## config.mk

```make
export PLATFORM = sky130hd
export DESIGN_NAME = button_debounce
export DESIGN_NICKNAME = d
export VERILOG_FILES = /design/src/rtl/button_debounce.sv
export SDC_FILE = /design/constraint.sdc
export NUM_CORES = 1
export LEC_CHECK = 0
export CAP_MARGIN = 20
export CORE_MARGIN = 3
export CORE_UTILIZATION = 53
export CTS_CLUSTER_DIAMETER = 200
export DETAILED_ROUTE_END_ITERATION = 8
export GPL_ROUTABILITY_DRIVEN = 0
export MAX_ROUTING_LAYER = met4
export PLACE_DENSITY = 0.77
export SETUP_SLACK_MARGIN = 0.1
export SKIP_CTS_REPAIR_TIMING = 1
export SYNTH_ARGS = -nofsm -noshare
export SYNTH_HDL_FRONTEND = slang
export SYNTH_SLANG_ARGS = --single-unit
```

## constraint.sdc

```tcl
create_clock -name clk -period 2.5 [get_ports clk]
set_input_delay 0.375 -clock clk [delete_from_list [all_inputs] [get_ports clk]]
set_output_delay 0.375 -clock clk [all_outputs]
set_load 0.005 [all_outputs]
```

## src/rtl/button_debounce.sv

```systemverilog
// Push-button input stage: two-flop synchronizer, stable-time debounce FSM,
// registered level plus press/release/long-press pulses and a press counter.
// Long-press detection is built only when BUTTON_DEBOUNCE_LONG_PRESS_EN is defined.
module button_debounce #(
  parameter logic [15:0] DEBOUNCE_CYCLES   = 16'h1234,
  parameter logic [15:0] LONG_PRESS_CYCLES = 16'h8000
) (
  input  logic       clk,
  input  logic       srst,
  input  logic       btn_in,
  output logic       btn_level,
  output logic       press_pulse,
  output logic       release_pulse,
  output logic       long_press,
  output logic [7:0] press_count,
  output logic [1:0] dbg_state
);

  typedef enum logic [1:0] {
    ST_RELEASED    = 2'd0,
    ST_PRESS_CHK   = 2'd1,
    ST_PRESSED     = 2'd2,
    ST_RELEASE_CHK = 2'd3
  } state_e;

  localparam logic [15:0] DB_LAST = DEBOUNCE_CYCLES - 16'd1;

  state_e      state_q, state_d;
  logic        sync1_q, btn_sync_q;
  logic [15:0] db_cnt_q, db_cnt_d;
  logic        db_clr, db_inc;
  logic        press_evt, release_evt;

  logic        btn_level_q, btn_level_d;
  logic        press_pulse_q, release_pulse_q;
  logic [7:0]  press_count_q, press_count_d;

  // btn_in is asynchronous; only btn_sync_q may be used by the FSM
  always_ff @(posedge clk) begin
    if (srst) begin
      sync1_q    <= 1'b0;
      btn_sync_q <= 1'b0;
    end else begin
      sync1_q    <= btn_in;
      btn_sync_q <= sync1_q;
    end
  end

  always_ff @(posedge clk) begin
    if (srst) begin
      state_q <= ST_RELEASED;
    end else begin
      state_q <= state_d;
    end
  end

  always_comb begin
    state_d = state_q;
    case (state_q)
      ST_RELEASED: begin
        if (btn_sync_q) state_d = ST_PRESS_CHK;
      end
      ST_PRESS_CHK: begin
        if (!btn_sync_q)             state_d = ST_RELEASED;
        else if (db_cnt_q == DB_LAST) state_d = ST_PRESSED;
      end
      ST_PRESSED: begin
        if (!btn_sync_q) state_d = ST_RELEASE_CHK;
      end
      ST_RELEASE_CHK: begin
        if (btn_sync_q)               state_d = ST_PRESSED;
        else if (db_cnt_q == DB_LAST) state_d = ST_RELEASED;
      end
      default: state_d = ST_RELEASED;
    endcase
  end

  // Transition strobes and debounce-counter controls; bounces produce none
  always_comb begin
    db_clr      = 1'b0;
    db_inc      = 1'b0;
    press_evt   = 1'b0;
    release_evt = 1'b0;
    case (state_q)
      ST_RELEASED: begin
        if (btn_sync_q) db_clr = 1'b1;
      end
      ST_PRESS_CHK: begin
        if (btn_sync_q) begin
          if (db_cnt_q == DB_LAST) press_evt = 1'b1;
          else                     db_inc    = 1'b1;
        end
      end
      ST_PRESSED: begin
        if (!btn_sync_q) db_clr = 1'b1;
      end
      ST_RELEASE_CHK: begin
        if (!btn_sync_q) begin
          if (db_cnt_q == DB_LAST) release_evt = 1'b1;
          else                     db_inc      = 1'b1;
        end
      end
      default: begin
        db_clr = 1'b0;
      end
    endcase
  end

  always_comb begin
    db_cnt_d = db_cnt_q;
    if (db_clr)      db_cnt_d = 16'd0;
    else if (db_inc) db_cnt_d = db_cnt_q + 16'd1;
  end

  always_comb begin
    btn_level_d = btn_level_q;
    if (press_evt)        btn_level_d = 1'b1;
    else if (release_evt) btn_level_d = 1'b0;
    press_count_d = press_count_q + {7'd0, press_evt};
  end

  always_ff @(posedge clk) begin
    if (srst) begin
      db_cnt_q        <= 16'd0;
      btn_level_q     <= 1'b0;
      press_pulse_q   <= 1'b0;
      release_pulse_q <= 1'b0;
      press_count_q   <= 8'h00;
    end else begin
      db_cnt_q        <= db_cnt_d;
      btn_level_q     <= btn_level_d;
      press_pulse_q   <= press_evt;
      release_pulse_q <= release_evt;
      press_count_q   <= press_count_d;
    end
  end

`ifdef BUTTON_DEBOUNCE_LONG_PRESS_EN
  localparam logic [15:0] HOLD_LAST = LONG_PRESS_CYCLES - 16'd1;

  logic [15:0] hold_cnt_q, hold_cnt_d;
  logic        long_done_q, long_done_d;
  logic        long_fire, long_fire_q, long_press_q;
  logic        in_hold;

  // Hold time keeps counting through release bounces; only a new press restarts it
  always_comb begin
    in_hold    = (state_q == ST_PRESSED) || (state_q == ST_RELEASE_CHK);
    long_fire  = in_hold && (hold_cnt_q == HOLD_LAST) && !long_done_q;
    hold_cnt_d = hold_cnt_q;
    if (press_evt)                             hold_cnt_d = 16'd0;
    else if (in_hold && hold_cnt_q != HOLD_LAST) hold_cnt_d = hold_cnt_q + 16'd1;
    long_done_d = long_done_q;
    if (press_evt)      long_done_d = 1'b0;
    else if (long_fire) long_done_d = 1'b1;
  end

  always_ff @(posedge clk) begin
    if (srst) begin
      hold_cnt_q   <= 16'd0;
      long_done_q  <= 1'b0;
      long_fire_q  <= 1'b0;
      long_press_q <= 1'b0;
    end else begin
      hold_cnt_q   <= hold_cnt_d;
      long_done_q  <= long_done_d;
      long_fire_q  <= long_fire;
      long_press_q <= long_fire_q;
    end
  end

  assign long_press = long_press_q;
`else
  logic unused_long_cfg;
  assign unused_long_cfg = ^LONG_PRESS_CYCLES;
  assign long_press      = 1'b0;
`endif

  assign btn_level     = btn_level_q;
  assign press_pulse   = press_pulse_q;
  assign release_pulse = release_pulse_q;
  assign press_count   = press_count_q;
  assign dbg_state     = state_q;

endmodule

```

After elaboration in Yosys (flattened, before gate mapping)
Index checks and enable logic that the tools add are counted.

Eq/ne operators: 8. Bitwise gates (word level): 0. Add/sub/neg operators: 2. Order comparisons: 0. Divide/modulo/power cells: 0. Reductions and logical operators: 4. Shift operators: 0. Multiply operators: 0. Multiplexer cells: 21.

Operator list (count): 16-bit by 1-bit adder with 16-bit output, second input constant (1); 16-bit by 13-bit == test with 1-bit output, second input constant (1); 1-bit 2-to-1 mux (12); 2-bit 2-to-1 mux (6); 8-bit by 1-bit adder with 8-bit output (1); 2-bit case mux with 4 select lines (1); 3-bit != test, second input constant (2); 2-bit == test, second input constant (2); 2-bit != test, second input constant (2); 1-bit case mux with 2 select lines (2); 4-bit AND reduction (1); 2-bit by 1-bit == test with 1-bit output, second input constant (1); 2-bit zero test (1); 2-bit nonzero test (1); 2-bit OR reduction (1).

Output and inout bits: 14. Bits in latches: 0. RAM bits: 0. Memories kept: 0. Bits in read-only memories: 0. Logic and storage cells: 43. Bits of input ports: 3. Flip-flop bits (word level): 31.

Longest topological paths before layout
Depth in word-level cells: 6. Mapped depth: 10. Depth with buffers taken out: 10.

Worst setup path before layout
OpenSTA, ideal clock, no wires.

Path type: reg-to-reg. Start: register db_cnt_q[0]. End: register press_count_q[5] (netlist: press_count[5]). Cell stages (with the launch flop): 11. Arrival time: 1979 ps. Setup slack: 393 ps. Required time: 2372 ps. Buffers on the path: 0. Clock period less this slack: 2107 ps. Setup time: 128 ps. Path through: dfxtp_1 -> ha_1 -> nor4bb_1 -> nand4_1 -> or2_2 -> inv_1 -> ha_1 -> and3_1 -> nand3_1 -> xor2_1 -> nor2_1.

Longest elaborated chain between the ends: 5.

RTL lines: from (decl) (RTL line 30) `logic [15:0] db_cnt_q, db_cnt_d;`; from (signal assigned) (RTL line 130) `db_cnt_q <= db_cnt_d;`; 16-bit by 13-bit == test with 1-bit output (RTL line 90) `if (db_cnt_q == DB_LAST) press_evt = 1'b1;`; 1-bit 2-to-1 mux (RTL line 90); 1-bit 2-to-1 mux (RTL line 89) `if (btn_sync_q) begin`; 1-bit 2-to-1 mux (RTL line 84) `case (state_q)`; 8-bit by 1-bit adder with 8-bit output (RTL line 119) `press_count_d = press_count_q + {7'd0, press_evt};`; to (signal assigned) (RTL line 134) `press_count_q <= press_count_d;`; to (decl) (RTL line 36) `logic [7:0] press_count_q, press_count_d;`.

No other way between the ends. A chain may end at the register's enable or synchronous reset.

Worst setup path after layout
Same ends and word-level chain as after synthesis.

==> results.tsv <==
stage	metric	value	unit
run_status	status	completed	
sta	Tmin final	2.213	ns
layout	commonest non-fill, non-tap cell in the layout	dfxtp_1	
floorplan	Top Ports	17	
cts	CTS max path bufs	2	
layout	post-synthesis to final-layout area growth	17.95	%
floorplan	die height	56.78	um
synth	FF+latch count, synth	31	
synth	prevailing post-synth register cell	dfxtp_1	
pwr	Flop pwr share	60.7	%
pwr	VDD IR max	0.0004110	V
cts	clk slew on worst S/H paths	0.09	ns
sta	worst setup margin	0.2870	ns
sta	RSZ-0062 raised after global routing	false	
synth	YS warnings	0	
floorplan	Die Wd	56.78	um
synth	sequential fraction of the synthesis area	45.42	%
cts	total clock sinks	31	
cts	TritonCTS clock tree	built	
placed_design	Place WS	0.1935	ns
synth	Yosys top cell by area	dfxtp_1	
setup_path	Worst EP required	2.69	ns
layout	register area	623.1	sq um
route	WL/cell	13.11	um
setup_path	critical path peak fanout	5	
sta	final-report hold violation count	0	
route	Vias	1172	
cts	H-tree levels	2	
job	Max-Cap Viols	0	
sta	Slew headroom	60.35	%
sta	setup violators final	0	
synth	Syn Area/Cell	8.872	sq um
route	Antenna Violating Nets Remaining	0	
synth	net count after synthesis	160	
synth	share of flip-flops with an asynchronous set or reset	0	%
sta	Final Max Tran Viols	0	
layout	# fillers	196	
layout	area of the multi-input gates	713.2	sq um
floorplan	Die ar.	3223	sq um
setup_path	Startpoint Class	flip-flop	
synth	post-synth cell types	31	
global_route	vias in the first global route	1097	
synth	top cell type's share of synthesized area	45.42	%
layout	fin util	69.51	%
layout	Layout Nets	179	
pwr	Static Leak	0.5321	nW
synth	EDFF count, synth	0	
synth	Synth Instances	154	
pwr	Pint	0.6382	mW
sta	Fin Setup TNS	0	ns
pwr	combinational power share	3.3	%
floorplan	Initial Util	58.93	%
setup_path	Critical Path AT	2.41	ns
route	DR iter-0 viols	31	
floorplan	Core Area	2318	sq um
pwr	Clock Power Share	36.0	%
route	Post-route DRC	0	
global_route	total grt overflow	0	
route	Routed WL	2.636	mm
global_route	first-pass GRT wire length	4.595	mm
cts	clock latency at the later pin of the worst-skew pair	0.32	ns
placed_design	post-DP HPWL	1.930	mm
sta	Slew @ Worst Pin	0.5929	ns
synth	Mapped Area	1366	sq um
global_route	Overall Global Routing Usage	18.60	%
layout	share of layout cells above drive strength 1	9.249	%
setup_path	Crit Path Category	reg -> reg	
cts	CTS root buf	clkbuf_4	
pwr	P_sw	0.1854	mW
min_path	Hold Crit Class	reg -> reg	
layout	commonest non-fill, non-tap cells in the layout	dfxtp_1 (29), clkdlybuf4s50_1 (15), nor2_1 (12), nand3_1 (11), a21oi_1 (11)	
global_route	initial antenna violation count	0	
cts	Num CTS Buffers	5	
sta	Setup Skew	0.008289	ns
pwr	switching share of total power	22.51	%
sta	fmax	0.4519	GHz
global_route	largest net degree at the start of global routing	18	
pwr	PwrDens	511.1	nW/um^2
placed_design	port bufs	15	
synth	synth top area cells	dfxtp_1 (45%), xnor2_1 (4.5%), a21oi_1 (4.0%), nand3_1 (4.0%), xor2_1 (3.8%)	
sta	fin crit share	88.52	%
setup_path	crit end category	flip-flop	
route	DRT Pass-1 Iters	4	
floorplan	FP Rows	17	
route	post-DR vias/cell	5.831	
layout	diode count	0	
## critical path: stages (launching register included)
cell and delay, ns:
dfxtp_2 0.36, ha_2 0.21, nor4bb_2 0.27, nand4_1 0.14, or2_2 0.33, inv_1 0.06
ha_1 0.15, and3_1 0.22, nand3_1 0.10, xor2_1 0.18, nor2_1 0.06
## registers in the layout (all words and copies together), names as in the netlist, named ones only
register       count
release_pulse      1
press_count        8
btn_level          1
btn_sync_q         1
dbg_state          1
sync1_q            1
db_cnt_q          16
press_pulse        1
## cell type report
cell class              instances  share of cell area [%]
clock buffers                   6                   3.183
clock inverters                 1                  0.3106
inverters                       5                   1.165
multi-input cells             113                   44.25
flip-flops and latches         31                   38.66
well taps                      28                   2.174
repair buffers                 17                   10.25
## cell usage after synthesis (5+ instances only)
library cell	instances
nand4_1	7
dfxtp_1	31
or3_1	7
nand3_1	11
o21ai_0	9
nand2_1	8
a21oi_1	11
nor2_1	12
xnor2_1	7
xor2_1	6
inv_1	5
## through the flow
| step | cells | power [mW] | hold slack [ns] | area (sq um) |
|---|---|---|---|---|
| floorplan | 154 | 0.5272 | 0.4138 | 1366 |
| global placement | 194 | 0.5382 | 0.4259 | 1544 |
| detailed placement | 194 | 0.5382 | 0.4405 | 1544 |
| CTS | 201 | 0.8288 | 0.4616 | 1600 |
| global route | 201 | 0.8504 | 0.4701 | 1612 |
| finish | 201 | 0.8236 | 0.4560 | 1612 |
## worst paths after layout
path	slack [ns]	start	to	cells past startpoint
setup reg to reg	0.29	db_cnt_q[0]	press_count[5]	10
hold reg to reg	0.46	sync1_q	btn_sync_q	1
setup / recovery	0.29	db_cnt_q[0]	press_count[5]	10
hold / removal	0.46	sync1_q	btn_sync_q	1
## routing by layer
layer,GRT usage [%],vias to the layer above,part of all wire [%]
met5,-,-,0
met4,8.940,0,1.4
met3,5.517,5,4.2
met2,29.04,28,47
met1,21.80,551,48
li1,-,588,-
## power by group through the flow
stage	Clock, mW	Combinational (mW)	Sequential, mW
after global placement	0	0.0269	0.511
final	0.297	0.0270	0.500
after global routing	0.320	0.0300	0.500
after CTS	0.302	0.0270	0.500
after floorplan	0	0.0161	0.511
after detailed placement	0	0.0268	0.511
## kinds of logic (layout without fill, tap and decap cells)
logic type	Yosys count	after routing	share of synthesized area [%]
AND/OR/NAND/NOR	69	69	28.39
flip-flops	31	31	45.42
AO/OA/AOI/OAI	26	26	10.62
XOR/XNOR	14	14	9.524
buffers and inverters	10	29	3.022
adder cells (fa/ha/maj)	3	3	2.748
other	1	1	0.2745
(Power assumes the default switching activity.)
